[config.mk]
export PLATFORM = sky130hd
export DESIGN_NAME = flag_sequencer
export DESIGN_NICKNAME = d
export VERILOG_FILES = /design/src/rtl/flag_sequencer.sv
export SDC_FILE = /design/constraint.sdc
export NUM_CORES = 1
export LEC_CHECK = 0
export ABC_CLOCK_PERIOD_IN_PS = 3900
export BUFFER_PORTS_ARGS = -buffer_cell sky130_fd_sc_hd__clkbuf_2
export CAP_MARGIN = 20
export CORE_MARGIN = 2
export CORE_UTILIZATION = 55
export DETAILED_ROUTE_END_ITERATION = 8
export HOLD_SLACK_MARGIN = 0.08
export PLACE_DENSITY = 0.84
export SLEW_MARGIN = 0
export SYNTH_ARGS = -nofsm -noshare
export SYNTH_HDL_FRONTEND = slang
export SYNTH_SLANG_ARGS = --single-unit
[constraint.sdc]
create_clock -name clk_pix -period 3.9 [get_ports clk_pix]
set_input_delay 0.975 -clock clk_pix [delete_from_list [all_inputs] [get_ports clk_pix]]
set_output_delay 0.975 -clock clk_pix [all_outputs]
set_load 0.02 [all_outputs]
[src/rtl/flag_sequencer.sv]
// flag_sequencer: frame-synchronous slideshow controller for the flag painters.
// Selects one of NPAT paint generators and moves between them with a fade to
// black and back, either on a button press or after HOLD_FRAMES frames. It also
// registers the brightness-scaled colour and the delayed sync/DE for the Pmod.
module flag_sequencer #(
  parameter int NPAT        = 4,
  parameter int PATW        = 2,
  parameter int HOLD_FRAMES = 300,
  parameter int HOLDW       = 9,
  parameter int FADE_STEP   = 2
) (
  input  logic            clk_pix,
  input  logic            rst_pix_n,
  input  logic            frame,
  input  logic            btn_next,
  input  logic            de_in,
  input  logic            hsync_in,
  input  logic            vsync_in,
  input  logic [4:0]      paint_r,
  input  logic [5:0]      paint_g,
  input  logic [4:0]      paint_b,
  output logic [PATW-1:0] pattern_sel,
  output logic [4:0]      level,
  output logic            busy,
  output logic            vga_de,
  output logic            vga_hsync,
  output logic            vga_vsync,
  output logic [4:0]      vga_r,
  output logic [5:0]      vga_g,
  output logic [4:0]      vga_b
);

  typedef enum logic [1:0] {SHOW, FADE_OUT, SWITCH, FADE_IN} state_t;

  localparam logic [4:0]       STEP      = 5'(FADE_STEP);
  localparam logic [4:0]       LEVEL_MAX = 5'd16;
  localparam logic [4:0]       UP_LIMIT  = LEVEL_MAX - STEP;
  localparam logic [HOLDW-1:0] HOLD_LAST = (HOLD_FRAMES == 0) ? '0 : HOLDW'(HOLD_FRAMES - 1);
  localparam logic [PATW-1:0]  SEL_LAST  = PATW'(NPAT - 1);

  logic            r_sync1;
  logic            r_sync2;
  logic            r_btn_q;
  logic            r_armed;
  state_t          r_state;
  logic [4:0]      r_level;
  logic [PATW-1:0] r_sel;
  logic [HOLDW-1:0] r_hold;
  logic            r_pending;
  logic            r_vga_de;
  logic            r_vga_hsync;
  logic            r_vga_vsync;
  logic [4:0]      r_vga_r;
  logic [5:0]      r_vga_g;
  logic [4:0]      r_vga_b;

  logic            w_frame;
  logic            w_press;
  logic            w_timeout;
  state_t          w_state_next;
  logic [4:0]      w_level_next;
  logic [PATW-1:0] w_sel_next;
  logic [HOLDW-1:0] w_hold_next;
  logic            w_pending_next;
  logic [9:0]      w_prod_r;
  logic [10:0]     w_prod_g;
  logic [9:0]      w_prod_b;
  logic            w_busy;

  // r_armed is low only on the first edge after reset release, so a frame
  // pulse coinciding with release is ignored everywhere.
  assign w_frame   = frame & r_armed;
  assign w_press   = w_frame & r_sync2 & ~r_btn_q;
  assign w_timeout = (HOLD_FRAMES != 0) && (r_hold == HOLD_LAST);

  // Button synchroniser plus frame-rate debounce sample, and the release arm flag.
  always_ff @(posedge clk_pix or negedge rst_pix_n) begin
    if (!rst_pix_n) begin
      r_sync1 <= 1'b0;
      r_sync2 <= 1'b0;
      r_btn_q <= 1'b0;
      r_armed <= 1'b0;
    end else begin
      r_sync1 <= btn_next;
      r_sync2 <= r_sync1;
      r_armed <= 1'b1;
      if (w_frame) r_btn_q <= r_sync2;
    end
  end

  // FSM state register together with the level, select, hold and pending registers.
  always_ff @(posedge clk_pix or negedge rst_pix_n) begin
    if (!rst_pix_n) begin
      r_state   <= SHOW;
      r_level   <= LEVEL_MAX;
      r_sel     <= '0;
      r_hold    <= '0;
      r_pending <= 1'b0;
    end else begin
      r_state   <= w_state_next;
      r_level   <= w_level_next;
      r_sel     <= w_sel_next;
      r_hold    <= w_hold_next;
      r_pending <= w_pending_next;
    end
  end

  // Next-state logic: everything moves only on an armed frame pulse.
  always_comb begin
    w_state_next   = r_state;
    w_level_next   = r_level;
    w_sel_next     = r_sel;
    w_hold_next    = r_hold;
    w_pending_next = r_pending;
    if (w_frame) begin
      if ((r_state != SHOW) && w_press) w_pending_next = 1'b1;
      case (r_state)
        SHOW: begin
          if (w_press || r_pending || w_timeout) begin
            w_state_next   = FADE_OUT;
            w_pending_next = 1'b0;
          end else begin
            w_hold_next = r_hold + HOLDW'(1);
          end
        end
        FADE_OUT: begin
          if (r_level <= STEP) begin
            w_level_next = '0;
            w_state_next = SWITCH;
          end else begin
            w_level_next = r_level - STEP;
          end
        end
        SWITCH: begin
          w_sel_next   = (r_sel == SEL_LAST) ? '0 : r_sel + PATW'(1);
          w_state_next = FADE_IN;
        end
        FADE_IN: begin
          if (r_level >= UP_LIMIT) begin
            w_level_next = LEVEL_MAX;
            w_hold_next  = '0;
            w_state_next = SHOW;
          end else begin
            w_level_next = r_level + STEP;
          end
        end
        default: w_state_next = SHOW;
      endcase
    end
  end

  // FSM outputs: busy whenever a change is in progress.
  always_comb begin
    w_busy = (r_state != SHOW);
  end

  assign w_prod_r = 10'(paint_r) * 10'(r_level);
  assign w_prod_g = 11'(paint_g) * 11'(r_level);
  assign w_prod_b = 10'(paint_b) * 10'(r_level);

  // Output register stage: scaled colour blanked outside DE, timing delayed to match.
  always_ff @(posedge clk_pix or negedge rst_pix_n) begin
    if (!rst_pix_n) begin
      r_vga_de    <= 1'b0;
      r_vga_hsync <= 1'b0;
      r_vga_vsync <= 1'b0;
      r_vga_r     <= '0;
      r_vga_g     <= '0;
      r_vga_b     <= '0;
    end else begin
      r_vga_de    <= de_in;
      r_vga_hsync <= hsync_in;
      r_vga_vsync <= vsync_in;
      r_vga_r     <= de_in ? 5'(w_prod_r >> 4) : '0;
      r_vga_g     <= de_in ? 6'(w_prod_g >> 4) : '0;
      r_vga_b     <= de_in ? 5'(w_prod_b >> 4) : '0;
    end
  end

  assign pattern_sel = r_sel;
  assign level       = r_level;
  assign busy        = w_busy;
  assign vga_de      = r_vga_de;
  assign vga_hsync   = r_vga_hsync;
  assign vga_vsync   = r_vga_vsync;
  assign vga_r       = r_vga_r;
  assign vga_g       = r_vga_g;
  assign vga_b       = r_vga_b;

endmodule

==> metrics.txt <==
status=finished, violations left; violated checks=DRC; CTS buffer count=5; clk buf depth=2; CP Capture Type=flip-flop; Post-synth top flop=dfrtp_1; min-delay src=r_sync1; leading area contributor after synthesis=dfrtp_1; Cell Area, Synth=3680 µm²; Critical Path Source=paint_g[1]; synth cell count leaders=ha_1, nand2_1, dfrtp_1; setup bufs post-CTS=0; CTS Sinks=41; reg2reg setup slack=400 ps; vias in the first global route=2765; largest net degree at the start of global routing=42; Core Footprint=6420 µm²; Final nets=533; GRT overflow=0; path type of the worst setup path=in -> reg; top cells by area, synth=dfrtp_1, ha_1, fa_1; EDFF count, synth=0; Worst-path clk slew=80 ps; clock power share=0.098; crit path max fanout=4; clk_lat worst skew=300 ps; Die W=85.8 µm; WHS Path Cells=0; CTS tree=done; Final setup viols=0; slowest cell on the critical path=fa_1; Worst Max-Slew Pin Slew=692 ps; initial antenna violation count=0; crit path cell chain=clkbuf_2 > and2_1 > fa_1 > inv_1 > fa_1 > inv_1 > ha_1 > ha_1 > o21ai_0 > o21bai_1 > a21oi_1 > mux2i_1; Pre-antenna DRT Iters=7; initial drt markers=114; count leader, synth=ha_1; share of cells above drive strength 1=0.168; Util after Layout=0.643; drt wl/cell=13.7 µm; die area=7360 µm²; Routed Antenna Nets=0; detail-routed via count per cell=5.52; Final Worst Setup Slack=296 ps; Switching Share=0.463; cell internal pwr=1.64 mW; Final min period=3600 ps; All-Layer GR Usage=0.205; WP data required=4120 ps; max incr delay on CP=530 ps; Post-CTS Resized=0; drt total wl=7000 µm; PD cells=739 nW/µm²; RSZ-0062 raised after global routing=no; Slew Viols, Final=0; Worst slew margin=0.539; worst r2r path cells=11; FMAX=277 MHz; sum of negative setup slack=0 ps; FFs w/ async S/R, synth=1.00; Avg Inst Size Synth=9.65 µm²; HPWL Detailed=5500 µm; WP depth=12; post-synthesis sequential area ratio=0.279; max-cap viol count=0; sequential power share=0.233; Buffers on Ports=48; kind of cell adding the most delay to the critical path=adder cells; die height=85.8 µm; # diodes=0; worst path arrival time=3820 ps; Post-Synthesis Cells=381; Fin Clk Skew=5.23 ps; Final Hold Viols=0; #FFs+latches synth=41; IO Pins=50; crit path launch type=input port; Post-CTS Hold Fix Bufs=0; Final GP Congestion=0.866; switching pwr=1.41 mW; share of total power in combinational logic=0.670; warnings from Yosys=0; pre-CTS setup slack=-4.87 ps; worst r2r src=level[3]; CTS H-Tree Depth=2; share of the synthesized area in the top cell type=0.272; CP bufs+invs=3; WHS=370 ps; CTS root buf=clkbuf_8; row count=29; min-delay worst type=reg -> reg; Initial Utilization=0.573; Worst VDD drop=0.459 mV; global-route wire length before repair=12100 µm; static leakage=2.26 nW; DRC=5; Final Cycle Share=0.924; P&R area growth vs syn=12.2%; via count=2822; post-synth cell types=51
==> worst paths after layout <==
path                                 end
worst max-delay path            vga_g[4]
worst min-delay path             r_sync2
worst max register to register  vga_g[4]
worst min register to register   r_sync2
max in group asynchronous       level[4]
min in group asynchronous       vga_b[1]
==> registers in the layout, indices dropped and copies added, names as in the netlist <==
| name | flops |
|---|---|
| r_hold | 9 |
| vga_b | 5 |
| level | 4 |
| vga_g | 6 |
| vga_r | 5 |
| r_sync2 | 1 |
| vga_hsync | 1 |
| pattern_sel | 2 |
| vga_vsync | 1 |
| r_btn_q | 1 |
| vga_de | 1 |
| r_state | 2 |
| r_sync1 | 1 |
| r_armed | 1 |
| r_pending | 1 |
==> layer usage <==
| layer | GRT usage | routed length, µm | vias up |
|---|---|---|---|
| met4 | 0.0592 | 99 | 0 |
| met1 | 0.251 | 3100 | 1383 |
| li1 | - | - | 1385 |
| met3 | 0.0289 | 225 | 8 |
| met2 | 0.376 | 3570 | 46 |
| met5 | 0 | 0 | - |
==> power groups by stage <==
stage               clock network, mW  logic (mW)  registers, mW
floorplan                           0        1.50          0.756
global route                    0.318        2.35          0.729
detailed placement                  0        2.06          0.716
global placement                    0        1.95          0.710
CTS                             0.307        2.07          0.710
finish                          0.298        2.04          0.710
==> cell type report <==
cell class / instances / area [µm²]
clock buffers: 6 / 82.6
clock inverters: 2 / 13.8
fillers: 546 / 2300
inverters: 38 / 143
multi-input cells: 294 / 2470
flip-flops and latches: 41 / 1030
well taps: 77 / 96.3
repair buffers: 53 / 290
==> cell usage in the layout (no fill, tap or decap), drive strengths merged, types with 3 or more instances in the layout <==
| cell type | synthesis | routed |
|---|---|---|
| nand3 | 10 | 10 |
| nor3 | 4 | 4 |
| xnor3 | 3 | 3 |
| o2111ai | 5 | 5 |
| ha | 60 | 60 |
| xnor2 | 7 | 7 |
| conb | 2 | 5 |
| mux2i | 3 | 3 |
| dfrtp | 40 | 40 |
| o21ai | 12 | 12 |
| and3 | 5 | 5 |
| nand2 | 45 | 45 |
| clkbuf | 10 | 54 |
| and3b | 3 | 3 |
| o21bai | 3 | 3 |
| xor2 | 7 | 7 |
| nor3b | 3 | 3 |
| nor2b | 4 | 4 |
| nor2 | 11 | 11 |
| a221o | 3 | 3 |
| fa | 17 | 17 |
| nand2b | 3 | 3 |
| inv | 38 | 38 |
| mux2 | 4 | 4 |
| a21oi | 8 | 8 |
| a211oi | 3 | 3 |
| a21o | 3 | 3 |
| buf | 1 | 5 |
| and2 | 38 | 38 |
| o22a | 3 | 3 |
==> stage by stage <==
stage	power, mW	instances	area, µm²
detailed placement	2.77	502	4010
floorplan	2.26	384	3690
CTS	3.09	510	4110
global placement	2.66	502	4010
global route	3.40	511	4130
finish	3.05	511	4130
==> kinds of logic (layout without fill, tap and decap cells) <==
logic type | count (synthesis) | count (layout) | synth area share
adder cells (fa/ha/maj) | 77 | 77 | 0.297
AO/OA/AOI/OAI | 53 | 53 | 0.103
AND/OR/NAND/NOR | 135 | 135 | 0.195
XOR/XNOR | 17 | 17 | 0.0517
flip-flops | 41 | 41 | 0.279
buffers and inverters | 49 | 99 | 0.0510
multiplexers | 7 | 7 | 0.0214
other | 2 | 5 | 0.00204
No activity file was read; power rests on OpenSTA's default activity.
